**src/rtl/seven_seg_pkg.sv**
```systemverilog
// Shared types and segment patterns for the seven-segment display path.
package seven_seg_pkg;

  typedef logic [6:0] seg_t;

  // Bit order within a pattern: bit6=a ... bit0=g, 1=lit.
  localparam seg_t SEG_BLANK = 7'b0000000;
  localparam seg_t SEG_0     = 7'h7E;
  localparam seg_t SEG_1     = 7'h30;
  localparam seg_t SEG_2     = 7'h6D;
  localparam seg_t SEG_3     = 7'h79;
  localparam seg_t SEG_4     = 7'h33;
  localparam seg_t SEG_5     = 7'h5B;
  localparam seg_t SEG_6     = 7'h5F;
  localparam seg_t SEG_7     = 7'h70;
  localparam seg_t SEG_8     = 7'h7F;
  localparam seg_t SEG_9     = 7'h7B;

  typedef enum logic [1:0] {
    IDLE  = 2'd0,
    BLANK = 2'd1,
    SHOW  = 2'd2
  } scan_state_t;

endpackage

```
**src/rtl/seven_seg_scan_driver.sv**
```systemverilog
// Time-multiplexed seven-segment scan driver with inter-digit blanking and
// a shadow/display double buffer that only commits at frame boundaries.
module seven_seg_scan_driver
  import seven_seg_pkg::*;
#(
  parameter int unsigned NUM_DIGITS     = 4,
  parameter int unsigned ON_CYCLES      = 50000,
  parameter int unsigned BLANK_CYCLES   = 500,
  parameter bit          SEG_ACTIVE_LOW = 1'b1,
  parameter bit          AN_ACTIVE_LOW  = 1'b1,
  localparam int unsigned IDX_W = (NUM_DIGITS > 1) ? $clog2(NUM_DIGITS) : 1
) (
  input  logic                    clk,
  input  logic                    rst,
  input  logic                    en,
  input  logic                    load,
  input  logic [7*NUM_DIGITS-1:0] digits_in,
  output logic [6:0]              seg_out,
  output logic [NUM_DIGITS-1:0]   an_out,
  output logic [IDX_W-1:0]        digit_idx,
  output logic                    frame_done,
  output logic                    pending
);

  localparam int unsigned CNT_MAX = ((ON_CYCLES > BLANK_CYCLES) ? ON_CYCLES : BLANK_CYCLES) - 1;
  localparam int unsigned CNT_W   = (CNT_MAX > 0) ? $clog2(CNT_MAX + 1) : 1;

  localparam logic [CNT_W-1:0] ON_LAST    = CNT_W'(ON_CYCLES - 1);
  localparam logic [CNT_W-1:0] BLANK_LAST = CNT_W'(BLANK_CYCLES - 1);
  localparam logic [IDX_W-1:0] IDX_LAST   = IDX_W'(NUM_DIGITS - 1);

  // Output values that mean "everything dark" after polarity is applied.
  localparam logic [6:0]            SEG_OFF = SEG_BLANK ^ {7{SEG_ACTIVE_LOW}};
  localparam logic [NUM_DIGITS-1:0] AN_OFF  = {NUM_DIGITS{AN_ACTIVE_LOW}};

  scan_state_t                   state, state_n;
  logic [IDX_W-1:0]              idx, idx_n;
  logic [CNT_W-1:0]              cnt, cnt_n;
  seg_t [NUM_DIGITS-1:0]         shadow, shadow_n;
  seg_t [NUM_DIGITS-1:0]         display, display_n;
  logic                          pending_n;
  logic                          frame_done_n;
  logic                          commit;
  logic [6:0]                    seg_n;
  logic [NUM_DIGITS-1:0]         an_n;

  // State, counters, buffers and all outputs register together.
  always_ff @(posedge clk) begin
    if (rst) begin
      state      <= IDLE;
      idx        <= '0;
      cnt        <= '0;
      shadow     <= '0;
      display    <= '0;
      pending    <= 1'b0;
      frame_done <= 1'b0;
      seg_out    <= SEG_OFF;
      an_out     <= AN_OFF;
    end else begin
      state      <= state_n;
      idx        <= idx_n;
      cnt        <= cnt_n;
      shadow     <= shadow_n;
      display    <= display_n;
      pending    <= pending_n;
      frame_done <= frame_done_n;
      seg_out    <= seg_n;
      an_out     <= an_n;
    end
  end

  assign digit_idx = idx;

  // Scan sequencing, buffer commit and next output values.
  always_comb begin
    state_n      = state;
    idx_n        = idx;
    cnt_n        = cnt;
    shadow_n     = shadow;
    display_n    = display;
    pending_n    = pending;
    frame_done_n = 1'b0;
    commit       = 1'b0;
    seg_n        = SEG_OFF;
    an_n         = AN_OFF;

    case (state)
      IDLE: begin
        if (en) begin
          state_n = BLANK;
          idx_n   = '0;
          cnt_n   = '0;
          commit  = 1'b1;
        end
      end
      BLANK: begin
        if (cnt == BLANK_LAST) begin
          state_n = SHOW;
          cnt_n   = '0;
        end else begin
          cnt_n = cnt + CNT_W'(1);
        end
      end
      SHOW: begin
        if (cnt == ON_LAST) begin
          state_n = BLANK;
          cnt_n   = '0;
          if (idx == IDX_LAST) begin
            idx_n        = '0;
            frame_done_n = 1'b1;
            commit       = 1'b1;
          end else begin
            idx_n = idx + IDX_W'(1);
          end
        end else begin
          cnt_n = cnt + CNT_W'(1);
        end
      end
      default: begin
        state_n = IDLE;
        idx_n   = '0;
        cnt_n   = '0;
      end
    endcase

    // Disable overrides the scan but leaves the buffers alone.
    if (!en) begin
      state_n      = IDLE;
      idx_n        = '0;
      cnt_n        = '0;
      frame_done_n = 1'b0;
      commit       = 1'b0;
    end

    // A load landing on a commit goes straight to the display.
    if (load) begin
      shadow_n = digits_in;
    end
    if (commit) begin
      if (load) begin
        display_n = digits_in;
      end else if (pending) begin
        display_n = shadow;
      end
      pending_n = 1'b0;
    end else if (load) begin
      pending_n = 1'b1;
    end

    if (state_n == SHOW) begin
      seg_n = display_n[idx_n] ^ {7{SEG_ACTIVE_LOW}};
      an_n  = AN_OFF;
      an_n[idx_n] = ~AN_ACTIVE_LOW;
    end
  end

endmodule

```
**config.mk**
```make
export PLATFORM = sky130hd
export DESIGN_NAME = seven_seg_scan_driver
export DESIGN_NICKNAME = d
export VERILOG_FILES = /design/src/rtl/seven_seg_pkg.sv /design/src/rtl/seven_seg_scan_driver.sv
export SDC_FILE = /design/constraint.sdc
export NUM_CORES = 1
export LEC_CHECK = 0
export ABC_AREA = 0
export BUFFER_PORTS_ARGS = -buffer_cell sky130_fd_sc_hd__buf_2
export CAP_MARGIN = 30
export CORE_UTILIZATION = 52
export CTS_CLUSTER_DIAMETER = 80
export CTS_CLUSTER_SIZE = 20
export DETAILED_ROUTE_END_ITERATION = 8
export PLACE_DENSITY = 0.73
export SLEW_MARGIN = 20
export SYNTH_ARGS = -nofsm -noshare
export SYNTH_HDL_FRONTEND = slang
export SYNTH_SLANG_ARGS = --single-unit
export TNS_END_PERCENT = 20
```
**constraint.sdc**
```tcl
create_clock -name clk -period 2.9 [get_ports clk]
set_input_delay 0.29 -clock clk [delete_from_list [all_inputs] [get_ports clk]]
set_output_delay 0.29 -clock clk [all_outputs]
set_load 0.01 [all_outputs]
```
==> flow_summary_export.csv, run 1 <==
group,metric,value,unit
logic_synthesis,synth.distinct_cells,55,
layout,area_delta_synth_final,14.5,%
clocking,clock_sinks,89,
logic_synthesis,ys_ff_latch,89,
die,io_pins,47,
global_route,grt_use_total,22.8,%
place,pre_cts_ws,0.265,ns
worst_setup_path,required,3.10,ns
worst_setup_path,cpLargestDelayFamily,"simple AND/OR/NAND/NOR gates",
hold_path,min_path_cells,3,
worst_setup_path,critPathLaunchType,"register",
worst_setup_path,crit_arrival,2.87,ns
place,routabilityCongestion,0.885,
timing,finalSetupViolCount,0,
timing,grt_setup_unrepaired,"no",
outcome,status,"complete, no violations",
logic_synthesis,synthesis.nets,463,
global_route,grt.overflow.total,0,
routing,firstDrtPassIters,4,
logic_synthesis,synth_fa_ha_area_share,1.93,%
clocking,cts_tree,"built",
clocking,h-tree-depth,3,
clocking,clk_latency,0.34,ns
layout,nets,508,
logic_synthesis,synth_compound_area_share,12.7,%
logic_synthesis,synth.area.mux_share,7.47,%
routing,drt_iter0_markers,189,
clocking,postCtsSetupRepairBufs,0,
timing,slew_headroom,60.0,%
timing,fin_ws,0.230,ns
die,fp.dieW,88.4,um
die,core,7250,um^2
logic_synthesis,synth_edf_count,0,
worst_setup_path,critical_path_class,"reg2reg",
place,io_buffers,46,
timing,period_minus_slack,2.67,ns
logic_synthesis,synthCells,425,
logic_synthesis,yosysTopAreaCell,"dfxtp_1",
timing,fmax,374,MHz
logic_synthesis,synth_common_cells,"dfxtp_1 (89), nor2_1 (84), mux2i_1 (29)",
die,die_y,88.4,um
die,die_area,7820,um^2
layout,ff_latch_area,1780,um^2
layout,post-route-util,61.3,%
clocking,cts_resized,0,
worst_setup_path,cp_max_fo,32,
global_route,grt_max_degree,34,
die,start_util,53.5,%
global_route,grt_pass1_vias,2888,
timing,clock_skew,0.00737,ns
timing,drv_slew,0,
place,hpwl,5720,um
power,leakagePower,0.00178,uW
logic_synthesis,synth-async-reset-ratio,0,%
routing,vias_per_cell,5.51,
clocking,path_clk_slew,0.09,ns
logic_synthesis,synth_top_family_by_area,"simple AND/OR/NAND/NOR gates",
worst_setup_path,reg2reg_depth,8,
routing,ant_nets,0,
worst_setup_path,crit_path_end_kind,"register",
layout,antenna_cells,0,
global_route,grt_antenna_before_repair,0,
logic_synthesis,ys_top_cells_by_area,"dfxtp_1 (46%), nor2_1 (8.1%), mux2i_1 (7.5%), o22a_1 (3.4%), nand2_1 (2.2%)",
logic_synthesis,syn_area_per_cell,9.14,um^2
clocking,cts_buffer_depth,2,
logic_synthesis,synth_most_common_cell,"dfxtp_1",
routing,vias,3160,
routing,wl,8330,um
worst_setup_path,max_stage_delay,0.58,ns
logic_synthesis,synth_simple_gate_area_share,25.7,%
clocking,root_buffer,"clkbuf_8",
logic_synthesis,netlist_area,3880,um^2
timing,finalHoldViolCount,0,
layout,multi_input_area,1990,um^2
logic_synthesis,ys.flop_type,"dfxtp_1",
hold_path,hold_class,"in2reg",
worst_setup_path,crit_path_cell_trace,"or4b_4, or4_4, o21a_4, nor2_8, buf_12, nor2_2, o311ai_1, nand4_1",
timing,fin_crit_sh,92.1,%
worst_setup_path,path_buf_inv,1,
power,p_per_area,540,nW/um^2
routing,routedWlPerCell,14.5,um
logic_synthesis,netlist.area_leader.share,45.9,%
worst_setup_path,slowest_stage,"or4b_4",
logic_synthesis,synth-seq-area-share,45.9,%
power,ir_worst_vdd,359,uV
job,drv_cap,0,
clocking,cts_buffers,9,
timing,final.setup.tns,0,ns
worst_setup_path,regToRegSetupSlack,0.23,ns
layout,drive_gt1_share,19.2,%
global_route,grt_pass1_wl,13700,um
routing,drc,0,
layout,nFillCells,659,
power,total_power,2400,uW
clocking,cts_hold_buf,0,
logic_synthesis,yosys_warnings,0,
die,rows,31,
timing,tightest_slew,0.600,ns
logic_synthesis,synthXorXnorAreaFrac,3.16,%
worst_setup_path,crit_cells,8,
cells in the final DEF (no fill, tap or decap), types with 10 or more instances in the layout:
| cell type | Yosys | layout |
|---|---|---|
| mux2i_1 | 29 | 29 |
| nor2_1 | 84 | 84 |
| dfxtp_1 | 89 | 89 |
| o22a_1 | 15 | 15 |
| o21ai_0 | 13 | 13 |
| clkbuf_8 | 0 | 12 |
| buf_4 | 2 | 10 |
| nor3_1 | 10 | 10 |
| nand2b_1 | 10 | 10 |
| buf_2 | 2 | 46 |
| nand2_1 | 23 | 23 |
cells by family (layout without fill, tap and decap cells):
group	count (synthesis)	count (layout)
simple gates	192	192
flops	89	89
compound gates	67	67
mux	29	29
buf+inv	28	78
xor+xnor	14	14
fa+ha+maj	6	6
flip-flops by register name, summed over array words and instances (netlist names):
| name | count |
|---|---|
| display | 28 |
| shadow | 28 |
| cnt | 16 |
| seg_out | 7 |
| an_out | 4 |
| digit_idx | 2 |
| state | 2 |
| frame_done | 1 |
| pending | 1 |
worst paths after layout:
kind / start / to
worst max-delay path: cnt[7] / seg_out[0]
worst max register to register: cnt[7] / seg_out[0]
worst min register to register: cnt[0] / cnt[0]
worst min-delay path: digits_in[3] / shadow[3]
worst reg2reg max path, delay by kind of cell (launching register included):
kind | cells | cell delay (ns)
buffers and inverters | 1 | 0.19
AND/OR/NAND/NOR | 5 | 1.43
flip-flops | 1 | 0.35
AO/OA/AOI/OAI | 2 | 0.56
per-layer routing:
layer  wire length, um  GRT usage, %
met5                 0             0
met1              4110          31.5
met3               354          5.32
met2              3770          35.2
met4                91          7.33
cell type report:
class                      instances  area share [%]
multi-input combinational        308            44.7
sequential                        89            40.1
timing repair buffer              57            7.32
clock buffer                      14            3.88
tap                               99            2.79
clock inverter                     2           0.788
inverter                           5           0.422
metrics by stage:
stage | hold slack [ns] | cells | area, um^2
after floorplan | 0.426 | 425 | 3880
after global placement | 0.446 | 558 | 4240
after detailed placement | 0.451 | 558 | 4240
after CTS | 0.179 | 574 | 4450
after global routing | 0.186 | 574 | 4450
final | 0.198 | 574 | 4450
power breakdown:
part           internal, uW  switching, uW  total, uW
clock                   469            407        877
combinational          97.1            127        224
sequential             1280           23.2       1300
Power figures use the tool's default switching activity.
==> inputs of run 2 (changes only) <==
--- a/config.mk
+++ b/config.mk
@@ -9,6 +9,7 @@
 export BUFFER_PORTS_ARGS = -buffer_cell sky130_fd_sc_hd__buf_2
 export CAP_MARGIN = 30
 export CORE_UTILIZATION = 52
+export CTS_BUF_LIST = sky130_fd_sc_hd__clkbuf_8 sky130_fd_sc_hd__clkbuf_16
 export CTS_CLUSTER_DIAMETER = 80
 export CTS_CLUSTER_SIZE = 20
 export DETAILED_ROUTE_END_ITERATION = 8
==> run 2 against run 1 <==
Net effect:
- clock skew is essentially flat
- sequential share of layout area is the same
- non-clock buffer count is the same
- register-to-register slack is essentially flat
- first-iteration DRC count shrank 6.9%
- maximum frequency shrank 0.18%
- core utilization is the same
- power shrank 0.14%
==> flow_summary_export.csv, run 2 (synthesis results as in run 1) <==
group,metric,value,unit
die,die_y,88.4,um
clocking,cts_buffers,9,
routing,firstDrtPassIters,4,
timing,fmax,374,MHz
power,seqPwrFrac,54.2,%
clocking,cts_resized,0,
worst_setup_path,crit_path_end_kind,"register",
worst_setup_path,crit_path_cell_trace,"or4b_4, or4_4, o21a_4, nor2_8, buf_12, nor2_2, o311ai_1, nand4_1",
timing,final.setup.tns,0,ns
power,clkPwrFrac,36.4,%
layout,ff_latch_area,1780,um^2
power,p_comb_share,9.3,%
layout,area_delta_synth_final,14.5,%
clocking,h-tree-depth,3,
place,dp_cells,558,
routing,vias,3176,
worst_setup_path,max_stage_delay,0.58,ns
worst_setup_path,cp_max_fo,32,
layout,nFillCells,659,
power,p_sw_share,23.4,%
global_route,top_usage_layer,"met2",
global_route,use_met2,35.2,%
routing,drt_iter0_markers,176,
global_route,grt_pass1_vias,2886,
power,p_int,1840,uW
clocking,clk_latency,0.34,ns
global_route,met1_usage,31.5,%
layout,design_area,4450,um^2
timing,period_minus_slack,2.68,ns
layout,drive_gt1_share,19.2,%
routing,ant_nets,0,
routing,wl,8360,um
layout,final_common_cell,"dfxtp_1",
place,pre_cts_ws,0.265,ns
worst_setup_path,required,3.10,ns
clocking,postCtsSetupRepairBufs,0,
timing,clock_skew,0.00786,ns
timing,slew_headroom,60.4,%
layout,antenna_cells,0,
routing,routedWlPerCell,14.6,um
global_route,met3_usage,5.32,%
layout,reg_top3,"display: 28 flops, shadow: 28 flops, cnt: 16 flops",
routing,drc,0,
worst_setup_path,critical_path_class,"reg2reg",
power,leakagePower,0.00179,uW
die,core,7250,um^2
clocking,cts_hold_buf,0,
timing,fin_ws,0.225,ns
timing,grt_setup_unrepaired,"no",
layout,final_cell_mix,"dfxtp_1 (89), nor2_1 (84), buf_2 (46)",
layout,multi_input_area,1990,um^2
clocking,cts_buffer_depth,2,
worst_setup_path,critPathLaunchType,"register",
power,p_per_area,539,nW/um^2
worst_setup_path,slowest_stage,"or4b_4",
die,rows,31,
clocking,path_clk_slew,0.09,ns
clocking,clock_sinks,89,
layout,nets,508,
timing,drv_slew,0,
die,die_area,7820,um^2
global_route,grt_antenna_before_repair,0,
power,total_power,2400,uW
die,fp.dieW,88.4,um
die,io_pins,47,
job,drv_cap,0,
place,routabilityCongestion,0.885,
place,postPlaceCellArea,4240,um^2
global_route,grt_max_degree,34,
timing,fin_crit_sh,92.2,%
timing,finalHoldViolCount,0,
global_route,grt_use_total,22.8,%
timing,finalSetupViolCount,0,
layout,finalNonFillerCells,574,
power,p_sw,561,uW
global_route,grt_pass1_wl,13700,um
hold_path,hold_class,"in2reg",
power,ir_worst_vdd,358,uV
place,io_buffers,46,
clocking,cts_tree,"built",
die,start_util,53.5,%
routing,vias_per_cell,5.53,
worst_setup_path,cpLargestDelayFamily,"simple AND/OR/NAND/NOR gates",
worst_setup_path,crit_arrival,2.88,ns
global_route,grt.overflow.total,0,
place,hpwl,5720,um
worst_setup_path,path_buf_inv,1,
clocking,root_buffer,"clkbuf_8",
outcome,status,"complete, no violations",
timing,tightest_slew,0.595,ns
[run 2: cell count changes in the layout (fill, tap and decap cells not counted), sizes merged]
| cell | change |
|---|---|
| inv | +2 |
| clkbuf | -2 |
[run 2: final cells by class]
class                      instances  share of cell area, %
clock buffer                      12                   3.71
clock inverter                     4                  0.957
inverter                           5                  0.422
multi-input combinational        308                   44.7
sequential                        89                   40.1
tap                               99                   2.79
timing repair buffer              57                   7.32
[run 2: worst register-to-register path: cells and delay by family, from the launching register on]
kind / cells / cell delay, ns
AO/OA/AOI/OAI: 2 / 0.56
buffers and inverters: 1 / 0.19
flip-flops: 1 / 0.35
AND/OR/NAND/NOR: 5 / 1.44
[run 2: worst paths after layout]
check,startpoint,endpoint,slack [ns],cells past startpoint
setup reg to reg,cnt[7],seg_out[0],0.22,8
hold / removal,digits_in[3],shadow[3],0.19,3
hold reg to reg,cnt[0],cnt[0],0.47,1
setup / recovery,cnt[7],seg_out[0],0.22,8
[run 2: power by group through the flow]
stage / clock (uW) / combinational (uW) / sequential (uW)
floorplan: 0 / 160 / 1320
global placement: 0 / 220 / 1330
detailed placement: 0 / 223 / 1330
CTS: 891 / 226 / 1300
global route: 951 / 251 / 1310
finish: 873 / 224 / 1300
[run 2: per-layer routing]
layer  part of all wire [%]  up-vias
met5                      0        -
met4                    1.1        0
met2                     46       76
met3                    4.4        7
li1                       -     1590
met1                     49     1503
[run 2: per-stage QoR]
stage          hold slack (ns)  util (%)
2_1_floorplan            0.426         -
3_3_place_gp             0.446      58.4
3_5_place_dp             0.451      58.4
4_1_cts                  0.179      61.3
5_1_grt                  0.186      61.3
6_report                 0.195      61.3
==> inputs of run 3 (changes only) <==
--- a/config.mk
+++ b/config.mk
@@ -8,12 +8,12 @@
 export ABC_AREA = 0
 export BUFFER_PORTS_ARGS = -buffer_cell sky130_fd_sc_hd__buf_2
 export CAP_MARGIN = 30
-export CORE_UTILIZATION = 52
+export CORE_UTILIZATION = 57
 export CTS_BUF_LIST = sky130_fd_sc_hd__clkbuf_8 sky130_fd_sc_hd__clkbuf_16
 export CTS_CLUSTER_DIAMETER = 80
 export CTS_CLUSTER_SIZE = 20
 export DETAILED_ROUTE_END_ITERATION = 8
-export PLACE_DENSITY = 0.73
+export PLACE_DENSITY = 0.78
 export SLEW_MARGIN = 20
 export SYNTH_ARGS = -nofsm -noshare
 export SYNTH_HDL_FRONTEND = slang
==> run 3 against run 2 <==
Net effect:
- the run now ends with design-rule violations left
- sequential power about the same
- non-clock buffer count down 2
- via count up 0.50%
- final area down 1.4%
- first-iteration DRC count down 17%
- register-to-register slack about the same
- count of clock-buffer cells in the layout down 3
- sequential share of layout area up 0.58 points
- critical path depth up 1
- hold slack worse by 0.031 ns
- clock power down 6.4%
- maximum frequency down 0.24%
- critical path type unchanged
- highest routed layer unchanged
==> flow_summary_export.csv, run 3 (synthesis results as in run 1) <==
group,metric,value,unit
outcome,status,"finished, violations left",
outcome,failed_checks,"design-rule violations",
hold_path,hold_class,"in2reg",
die,die_y,84.5,um
timing,fmax,373,MHz
worst_setup_path,crit_arrival,2.91,ns
timing,period_minus_slack,2.68,ns
routing,drt_iter0_markers,146,
worst_setup_path,cp_max_fo,32,
worst_setup_path,regToRegSetupSlack,0.22,ns
layout,final_common_cell,"dfxtp_1",
die,core,6460,um^2
global_route,use_met2,43.4,%
worst_setup_path,critical_path_class,"reg2reg",
die,start_util,60.1,%
worst_setup_path,timing.rr.start,"state[1]",
global_route,top_usage_layer,"met2",
timing,finalHoldViolCount,0,
power,ir_worst_vdd,273,uV
global_route,met3_usage,4.13,%
routing,routedWlPerCell,15.8,um
timing,worst_hold_slack,0.164,ns
timing,final.setup.tns,0,ns
layout,drive_gt1_share,19.2,%
power,p_per_area,535,nW/um^2
worst_setup_path,required,3.13,ns
timing,drv_slew,0,
layout,antenna_cells,0,
layout,reg_top3,"display: 28 flops, shadow: 28 flops, cnt: 16 flops",
routing,wl,8680,um
clocking,postCtsSetupRepairBufs,0,
die,io_pins,47,
routing,vias_per_cell,5.80,
clocking,cts_buffers,9,
timing,clock_skew,0.0127,ns
worst_setup_path,reg2reg_depth,9,
die,die_area,7150,um^2
layout,final_cell_mix,"dfxtp_1 (89), nor2_1 (84), buf_2 (46)",
worst_setup_path,crit_path_end_kind,"register",
global_route,grt_max_degree,56,
clocking,cts_buffer_depth,2,
worst_setup_path,critPathLaunchType,"register",
timing,grt_setup_unrepaired,"no",
clocking,h-tree-depth,3,
global_route,met1_usage,33.0,%
routing,ant_nets,0,
place,hpwl,5930,um
global_route,grt_pass1_vias,3164,
hold_path,min_from,"digits_in[6]",
place,pre_cts_ws,0.259,ns
timing,fin_crit_sh,92.5,%
hold_path,min_path_cells,3,
global_route,grt.overflow.total,0,
global_route,grt_use_total,25.7,%
global_route,grt_pass1_wl,14600,um
clocking,clock_sinks,89,
timing,fin_ws,0.219,ns
routing,drc,4,
routing,firstDrtPassIters,9,
job,drv_cap,0,
hold_path,min_to,"shadow[6]",
timing,finalSetupViolCount,0,
clocking,clk_latency,0.37,ns
place,io_buffers,46,
timing,tightest_slew,0.614,ns
place,routabilityCongestion,0.880,
clocking,cts_hold_buf,0,
layout,area_delta_synth_final,12.9,%
worst_setup_path,r2r-end,"seg_out[4]",
layout,post-route-util,67.9,%
die,rows,29,
power,leakagePower,0.00175,uW
timing,slew_headroom,58.7,%
clocking,root_buffer,"clkbuf_8",
clocking,cts_resized,0,
global_route,grt_antenna_before_repair,0,
clocking,path_clk_slew,0.10,ns
layout,nets,506,
die,fp.dieW,84.5,um
clocking,cts_tree,"built",
routing,vias,3192,
-- run 3: cell types whose count changed in the layout (fill, tap and decap cells not counted), moves of 2 or more --
| cell | previous run | this run |
|---|---|---|
| clkbuf_8 | 12 | 9 |
| inv_6 | 0 | 3 |
| buf_4 | 10 | 8 |
| clkinv_4 | 0 | 2 |
| inv_1 | 7 | 5 |
-- run 3: worst max path at each step --
stage | from | cells past startpoint | slack [ns] | end
6_report | state[1] | 9 | 0.22 | seg_out[4]
5_1_grt | state[0] | 10 | 0.03 | seg_out[3]
4_1_cts | cnt[7] | 8 | 0.24 | seg_out[4]
3_5_place_dp | cnt[7] | 8 | 0.26 | seg_out[1]
3_3_place_gp | cnt[7] | 8 | 0.32 | seg_out[3]
2_1_floorplan | cnt[7] | 8 | 0.45 | seg_out[2]
-- run 3: report_power, final --
part	leakage [uW]	switching, uW	total (uW)	internal, uW
Combinational	0.000933	129	226	97.2
Sequential	0.000729	23.3	1300	1280
Clock	0.0000927	488	817	329
Total	0.00175	640	2340	1700
-- run 3: per-stage QoR --
step / area [um^2] / total power (uW) / std cells
floorplan: 3880 / 1480 / 425
global placement: 4200 / 1540 / 534
detailed placement: 4200 / 1550 / 534
CTS: 4380 / 2350 / 550
global route: 4380 / 2440 / 550
finish: 4380 / 2340 / 550
-- run 3: worst max-delay path: stages (launching register included) --
cell	delay (ns)
dfxtp_1	0.42
ha_1	0.36
nand4bb_1	0.19
or4_4	0.53
o21a_4	0.25
nor2_8	0.11
buf_12	0.18
nor2_2	0.06
o311ai_1	0.30
nand4_1	0.13
-- run 3: metal layers --
layer	vias up	routed length [um]	part of all wire (%)
met1	1505	4030	46
met5	-	0	0
met4	0	144	1.7
met3	14	342	3.9
li1	1594	-	-
met2	79	4160	48
-- run 3: final cells by class --
cell class	instances	area (um^2)
Clock buffer	9	124
Clock inverter	7	62.6
Fill cell	531	2080
Inverter	5	18.8
Multi-Input combinational cell	308	1990
Sequential cell	89	1780
Tap cell	77	96.3
Timing Repair Buffer	55	310
